--- src/rtl/bcd_timer_ctrl_if.sv ---
// bcd_timer_ctrl_if: command, target and status bundle for the BCD timer controller.
interface bcd_timer_ctrl_if;
  logic        start;
  logic        pause;
  logic        clr;
  logic        reload;
  logic [11:0] target;
  logic [11:0] q;
  logic        tick;
  logic        cout;
  logic        done;
  logic        busy;
  logic        err;
  modport master (output start, pause, clr, reload, target, input q, tick, cout, done, busy, err);
  modport slave (input start, pause, clr, reload, target, output q, tick, cout, done, busy, err);
endinterface

--- src/rtl/bcd_timer_ctrl.sv ---
// bcd_timer_ctrl: prescaled 3-digit BCD count sequencer with start/pause/clear, target compare and auto-reload.
module bcd_timer_ctrl #(
  parameter int DIV = 4
) (
  input logic             clk,
  input logic             rst,
  bcd_timer_ctrl_if.slave bus
);
  typedef enum logic [1:0] {IDLE, RUN, PAUSE, DONE} state_t;
  state_t      state_q, state_d;
  logic [11:0] q_q, q_d, tgt_q, tgt_d, inc;
  logic [15:0] pre_q, pre_d;
  logic        cout_q, cout_d, err_q, err_d;
  logic        tick, wrap, tgt_ok, o9, t9, h9;
  assign o9 = q_q[3:0] == 4'd9;
  assign t9 = q_q[7:4] == 4'd9;
  assign h9 = q_q[11:8] == 4'd9;
  assign wrap = o9 && t9 && h9;
  assign inc = {o9 && t9 ? (h9 ? 4'd0 : q_q[11:8] + 4'd1) : q_q[11:8],
                o9 ? (t9 ? 4'd0 : q_q[7:4] + 4'd1) : q_q[7:4],
                o9 ? 4'd0 : q_q[3:0] + 4'd1};
  assign tgt_ok = bus.target[11:8] <= 4'd9 && bus.target[7:4] <= 4'd9 && bus.target[3:0] <= 4'd9;
  assign tick = state_q == RUN && pre_q == 16'(DIV - 1);
  always_comb begin
    state_d = state_q;
    q_d = q_q;
    pre_d = pre_q;
    tgt_d = tgt_q;
    cout_d = 1'b0;
    err_d = 1'b0;
    if (bus.clr) begin
      state_d = IDLE;
      q_d = '0;
      pre_d = '0;
    end else begin
      case (state_q)
        IDLE: begin
          if (bus.start && tgt_ok) begin
            state_d = RUN;
            tgt_d = bus.target;
            pre_d = '0;
          end
          err_d = bus.start && !tgt_ok;
        end
        RUN: begin
          pre_d = tick ? 16'd0 : pre_q + 16'd1;
          q_d = tick ? inc : q_q;
          cout_d = tick && wrap;
          // a landing on the target outranks a simultaneous pause
          state_d = tick && inc == tgt_q ? DONE : bus.pause ? PAUSE : RUN;
        end
        PAUSE: state_d = bus.start && !bus.pause ? RUN : PAUSE;
        DONE: begin
          state_d = bus.reload ? RUN : IDLE;
          q_d = bus.reload ? 12'd0 : q_q;
          pre_d = '0;
        end
        default: state_d = IDLE;
      endcase
    end
  end
  always_ff @(posedge clk) begin
    if (rst) begin
      state_q <= IDLE;
      q_q <= '0;
      pre_q <= '0;
      tgt_q <= '0;
      cout_q <= 1'b0;
      err_q <= 1'b0;
    end else begin
      state_q <= state_d;
      q_q <= q_d;
      pre_q <= pre_d;
      tgt_q <= tgt_d;
      cout_q <= cout_d;
      err_q <= err_d;
    end
  end
  assign bus.q = q_q;
  assign bus.tick = tick;
  assign bus.cout = cout_q;
  assign bus.done = state_q == DONE;
  assign bus.busy = state_q == RUN || state_q == PAUSE;
  assign bus.err = err_q;
endmodule

--- src/flat_wrapper.sv ---
// flat-port wrapper written by rule: the top's interface ports become plain ports
module bcd_timer_ctrl_flat 
#(
  parameter int DIV = 4
)
  (clk, rst, bus_start, bus_pause, bus_clr, bus_reload, bus_target, bus_q, bus_tick, bus_cout, bus_done, bus_busy, bus_err);
  bcd_timer_ctrl_if bus_i ();
  input logic clk;
  input logic rst;
  input wire logic [$bits(bus_i.start)-1:0] bus_start;
  input wire logic [$bits(bus_i.pause)-1:0] bus_pause;
  input wire logic [$bits(bus_i.clr)-1:0] bus_clr;
  input wire logic [$bits(bus_i.reload)-1:0] bus_reload;
  input wire logic [$bits(bus_i.target)-1:0] bus_target;
  output wire logic [$bits(bus_i.q)-1:0] bus_q;
  output wire logic [$bits(bus_i.tick)-1:0] bus_tick;
  output wire logic [$bits(bus_i.cout)-1:0] bus_cout;
  output wire logic [$bits(bus_i.done)-1:0] bus_done;
  output wire logic [$bits(bus_i.busy)-1:0] bus_busy;
  output wire logic [$bits(bus_i.err)-1:0] bus_err;
  assign bus_i.start = bus_start;
  assign bus_i.pause = bus_pause;
  assign bus_i.clr = bus_clr;
  assign bus_i.reload = bus_reload;
  assign bus_i.target = bus_target;
  assign bus_q = bus_i.q;
  assign bus_tick = bus_i.tick;
  assign bus_cout = bus_i.cout;
  assign bus_done = bus_i.done;
  assign bus_busy = bus_i.busy;
  assign bus_err = bus_i.err;
  bcd_timer_ctrl #(.DIV(DIV)) u_core (.clk(clk), .rst(rst), .bus(bus_i));
endmodule
--- config.mk ---
export PLATFORM = sky130hd
export DESIGN_NAME = bcd_timer_ctrl_flat
export DESIGN_NICKNAME = d
export VERILOG_FILES = /design/src/rtl/bcd_timer_ctrl_if.sv /design/src/rtl/bcd_timer_ctrl.sv /design/src/flat_wrapper.sv
export SDC_FILE = /design/constraint.sdc
export NUM_CORES = 1
export LEC_CHECK = 0
export ABC_CLOCK_PERIOD_IN_PS = 2800
export BUFFER_PORTS_ARGS = -buffer_cell sky130_fd_sc_hd__buf_2
export CELL_PAD_IN_SITES_DETAIL_PLACEMENT = 0
export CELL_PAD_IN_SITES_GLOBAL_PLACEMENT = 1
export CORE_UTILIZATION = 43
export CTS_CLUSTER_SIZE = 8
export DETAILED_ROUTE_END_ITERATION = 7
export GPL_ROUTABILITY_DRIVEN = 0
export GPL_TIMING_DRIVEN = 0
export PLACE_DENSITY_LB_ADDON = 0.05
export SYNTH_ARGS = -nofsm -noshare
export SYNTH_HDL_FRONTEND = slang
export SYNTH_SLANG_ARGS = --single-unit
--- constraint.sdc ---
create_clock -name clk -period 2.8 [get_ports clk]
set_clock_uncertainty 0.05 [all_clocks]
set_input_delay 0.42 -clock clk [delete_from_list [all_inputs] [get_ports clk]]
set_output_delay 0.42 -clock clk [all_outputs]
set_load 0.02 [all_outputs]
# [Yosys cells after proc, flatten, opt, wreduce, memory -nomap -nowiden]
# Cells that the tools add are included.
[totals] ff_bits=44 wordCells=66
[op_classes] addsub=4 magnitude_cmp=3 eq_ne=11 n_mux=17 n_bitwise=3 reduce_logical=22
[op_table] operator="$pmux 16 s3" count=1
[op_table] operator="$mux 16" count=2
[op_table] operator="$mux 12" count=2
[op_table] operator="$pmux 12 s2" count=1
[op_table] operator="$mux 4" count=5
[op_table] operator="$add 16x1->16 const B" count=1
[op_table] operator="$eq 16x2->1 const B" count=1
[op_table] operator="$add 4x1->4 const B" count=3
[op_table] operator="$eq 12x12->1" count=1
[op_table] operator="$eq 4x4->1 const B" count=3
[op_table] operator="$le 4x4->1 const B" count=3
[op_table] operator="$logic_and 1x1->1" count=10
[op_table] operator="$mux 2" count=4
[op_table] operator="$pmux 2 s4" count=1
[op_table] operator="$reduce_and 3->1" count=2
[op_table] operator="$reduce_or 3->1" count=2
[op_table] operator="$eq 2x2->1 const B" count=2
[op_table] operator="$ne 2x1->1 const B" count=2
[op_table] operator="$not 1->1" count=3
[op_table] operator="$reduce_bool 3->1" count=1
[op_table] operator="$eq 2x1->1 const B" count=1
[op_table] operator="$logic_not 1->1" count=2
[op_table] operator="$logic_not 2->1" count=1
[op_table] operator="$ne 2x2->1 const B" count=1
[op_table] operator="5 further kinds" count=5

# [Logic depth before layout (Yosys ltp)]
[logic_depth] ltp_word=7 depth_mapped=9 mapped_depth_nobuf=8

# [Worst setup path after synthesis]
# OpenSTA, ideal clock, no wires.
[synth_path] kind="reg2reg" from="reg u_core.q_q[4] (netlist: u_core.bus.q[4])" to="reg u_core.state_q[0]" setup_ns=0.079 t_arrival_ns=2.337 t_required_ns=2.671 path_slack_ns=0.334 stages_incl_launch_ff=9 path_buffers=1 period_less_slack_ns=2.466 path_cell_list="dfxtp_1 -> ha_1 -> and3b_1 -> clkbuf_1 -> nand2_1 -> o211ai_1 -> o2111ai_1 -> or4_4 -> a211oi_2"
[synth_between] elab_chain_cells=7 elab_cells_between_ends=10 cone_classes="add/sub (1); eq/ne (2); mux (5); reduce/logical (2)"
[synth_lines] item="start: declaration" line="bcd_timer_ctrl.sv:11" rtl="logic [11:0] q_q, q_d, tgt_q, tgt_d, inc;"
[synth_lines] item="start signal: assignment" line="bcd_timer_ctrl.sv:72" rtl="q_q <= q_d;"
[synth_lines] item="$add 4x1->4 or $eq 4x4->1 (tied branches)" line="bcd_timer_ctrl.sv:20, bcd_timer_ctrl.sv:16"
[synth_lines] item="$mux 4 or $logic_and 1x1->1 (tied branches)" line="bcd_timer_ctrl.sv:20, bcd_timer_ctrl.sv:19"
[synth_lines] item="$mux 4, on equally long branches" line="bcd_timer_ctrl.sv:20, bcd_timer_ctrl.sv:19"
[synth_lines] item="$eq 12x12->1 (*)" line="bcd_timer_ctrl.sv:50" rtl="state_d = tick && inc == tgt_q ? DONE : bus.pause ? PAUSE : RUN;"
[synth_lines] item="$logic_and 1x1->1 (*)" line="bcd_timer_ctrl.sv:50"
[synth_lines] item="$mux 2 (*)" line="bcd_timer_ctrl.sv:50"
[synth_lines] item="$pmux 2 s4 (*)" line="bcd_timer_ctrl.sv:36" rtl="case (state_q)"
[synth_lines] item="end signal: assignment" line="bcd_timer_ctrl.sv:71" rtl="state_q <= state_d;"
[synth_lines] item="end: declaration" line="bcd_timer_ctrl.sv:10" rtl="state_t state_q, state_d;"
# Every way passes the cells marked *; elsewhere a longest branch is shown, timed or not.
# A chain may end at the register's enable or synchronous reset.

# [Worst setup path after layout]
# Same ends and word-level chain as after synthesis.

==> impl_metrics.json <==
{
  "r2r-end": "u_core.state_q[0]$_SDFFE_PP0P_",
  "ant_nets": 0,
  "ir_worst_vdd_v": 0.000204,
  "syn_nets": 345,
  "drt-initial-drc-count": 122,
  "synthFlopType": "dfxtp_1",
  "p_leak_nw": 1.25,
  "cts-buffers-inserted": 5,
  "grt_max_degree": 15,
  "maxSlewViolCount": 0,
  "end_kind": "flop",
  "ctsHoldBuffers": 0,
  "die_h_um": 80.7,
  "outcome": "completed",
  "regArea_um2": 882,
  "multi_input_area_um2": 1650,
  "fin_tns_setup_ns": 0,
  "synthArstFlopShare": 0,
  "maxCapViolations": 0,
  "cts.sinks": 44,
  "fin_crit_ns": 2.63,
  "ff2ff_path_depth": 8,
  "max-slew-margin-rel": 0.523,
  "crit_required_ns": 2.97,
  "synth_cell_types": 64,
  "netlist_area_um2": 2670,
  "fin_crit_sh": 0.939,
  "start_util": 0.448,
  "r2r_setup_slack_ns": 0.17,
  "critPathArrivalTime_ns": 2.80,
  "yosysWarnings": 0,
  "fill_cells": 611,
  "worstSetupStartpointType": "flop",
  "grtUsageMet1": 0.278,
  "grt_pass1_vias": 2201,
  "rr_startpoint": "u_core.bus.q[4]$_SDFFE_PP0P_",
  "synth.area.top_cells": "dfxtp_1, nor2_1, ha_1",
  "clk_pin_slew_worst_paths_ns": 0.09,
  "crit_start": "u_core.bus.q[4]$_SDFFE_PP0P_",
  "yosys.area.top_type": "dfxtp_1",
  "n_antenna_cell": 0,
  "fin_ws_ns": 0.171,
  "wl_per_cell_um": 15.0,
  "top_usage_layer": "met2",
  "crit_path_end": "u_core.state_q[0]$_SDFFE_PP0P_",
  "place_ws_ns": -0.0420,
  "cts-htree-levels": 2,
  "fmax_mhz": 380,
  "drc": 0,
  "fp.dieW_um": 80.7,
  "grt_pass1_wl_mm": 10.7,
  "grt-ovfl-total": 0,
  "hpwl_mm": 4.79,
  "area_growth_pct": 14.1,
  "critPathMaxFanout": 9,
  "route.vias.total": 2401,
  "p_per_area_nw_per_um2": 368,
  "synth_seq_cells": 44,
  "worst_slew_pin_slew_ns": 0.714,
  "root_buffer": "clkbuf_8",
  "synth_edf_count": 0,
  "core_um2": 5960,
  "firstDrtPassIters": 4,
  "worstSetupPathType": "reg -> reg",
  "wl_mm": 6.55,
  "pin_count": 35,
  "syn_inst": 317,
  "synth_top_area_frac": 0.330,
  "final_common_cell": "nor2_1",
  "clock_latency_ns": 0.30,
  "grt_usage": 0.212,
  "die-area_um2": 6520,
  "rows": 28,
  "clockBufferDepth": 2,
  "cts_tree": "done",
  "synth_area_per_cell_um2": 8.41,
  "seq_area_frac_synth": 0.330,
  "final_layout_size_suffix_gt1_frac": 0.171,
  "via_per_inst": 5.49,
  "global_route.usage.met2": 0.364,
  "antenna_found_initial": 0,
  "nets": 389,
  "rsz0062_at_grt": "false",
  "io_buffers": 34,
  "final-hold-violation-count": 0,
  "hp-class": "in -> reg",
  "final_cell_mix": "nor2_1, dfxtp_1, buf_2",
  "setup_viol": 0,
  "groute.layer.met3.usage": 0.0393
}
## what timing repair did
item,CTS,global route
gates cloned,0,0
endpoints found under the hold margin,0,0
endpoints found under the setup margin,2,2
gates resized for setup,0,1
pin swaps,1,0
buffers inserted,3,0
## through the flow
step / power, W / cells / cell area, um2 / utilization / hold WS, ns
2_1_floorplan: 0.000698 / 317 / 2670 / - / 0.420
3_3_place_gp: 0.000728 / 426 / 2930 / 0.492 / 0.438
3_5_place_dp: 0.000729 / 426 / 2930 / 0.492 / 0.443
4_1_cts: 0.00114 / 437 / 3040 / 0.511 / 0.256
5_1_grt: 0.00117 / 437 / 3040 / 0.511 / 0.256
6_report: 0.00112 / 437 / 3040 / 0.511 / 0.264
## worst max-delay path, stage by stage, from the launching register on
cell,delay [ns]
dfxtp_2,0.44
ha_1,0.29
and3b_1,0.19
clkbuf_1,0.30
nand2_1,0.14
o211ai_1,0.19
o2111ai_1,0.14
or4_4,0.59
a211oi_2,0.23
## layout make-up
class                           count  share of cell area
Multi-Input combinational cell    247               0.541
Timing Repair Buffer               37              0.0633
Sequential cell                    44               0.290
Tap cell                           75              0.0309
Inverter                           11              0.0136
Buffer                             15              0.0321
Clock buffer                        5              0.0226
Clock inverter                      3             0.00617
## how the worst min path moves through the flow
stage	from	endpoint	slack, ns	cells past startpoint
2_1_floorplan	u_core.pre_q[1]$_SDFFE_PP0P_	u_core.pre_q[1]$_SDFFE_PP0P_	0.42	2
3_5_place_dp	u_core.pre_q[1]$_SDFFE_PP0P_	u_core.pre_q[1]$_SDFFE_PP0P_	0.44	2
4_1_cts	rst	u_core.tgt_q[0]$_SDFFE_PP0P_	0.26	2
3_3_place_gp	u_core.tgt_q[7]$_SDFFE_PP0P_	u_core.tgt_q[7]$_SDFFE_PP0P_	0.44	2
6_report	rst	u_core.tgt_q[0]$_SDFFE_PP0P_	0.26	2
5_1_grt	rst	u_core.tgt_q[0]$_SDFFE_PP0P_	0.26	2
## synth_stat cells (all sizes together) (8+ instances only)
cell	number
o21ai	18
inv	11
nand2	16
a21oi	20
nor2	46
ha	10
mux2i	12
xnor2	11
dfxtp	44
and3	8
clkbuf	10
xor2	10
## where the power goes
group	switching (W)	total, W	internal [W]	leakage, nW
Clock	0.000233	0.000407	0.000174	0.0479
Sequential	0.00000545	0.000637	0.000631	0.355
Combinational	0.0000439	0.0000763	0.0000324	0.843
Total	0.000282	0.00112	0.000838	1.25
## registers in the layout, indices dropped and copies added, names as in the netlist
name	cells
u_core.bus.q	12
u_core.bus.cout	1
u_core.bus.err	1
u_core.tgt_q	12
u_core.state_q	2
u_core.pre_q	16
## per-layer routing
metal | part of all wire | vias up
met5 | 0 | -
met4 | 0.0063 | 0
met3 | 0.026 | 4
met2 | 0.47 | 31
met1 | 0.50 | 1135
li1 | - | 1231
## kinds of logic after synthesis
logic type,Yosys count,share of synthesized area
compound gates,73,0.180
buf+inv,26,0.0521
fa+ha+maj,10,0.0469
simple gates,130,0.272
flops,44,0.330
mux,13,0.0493
xor+xnor,21,0.0690
Note: power is estimated with default switching activity, not from simulation.
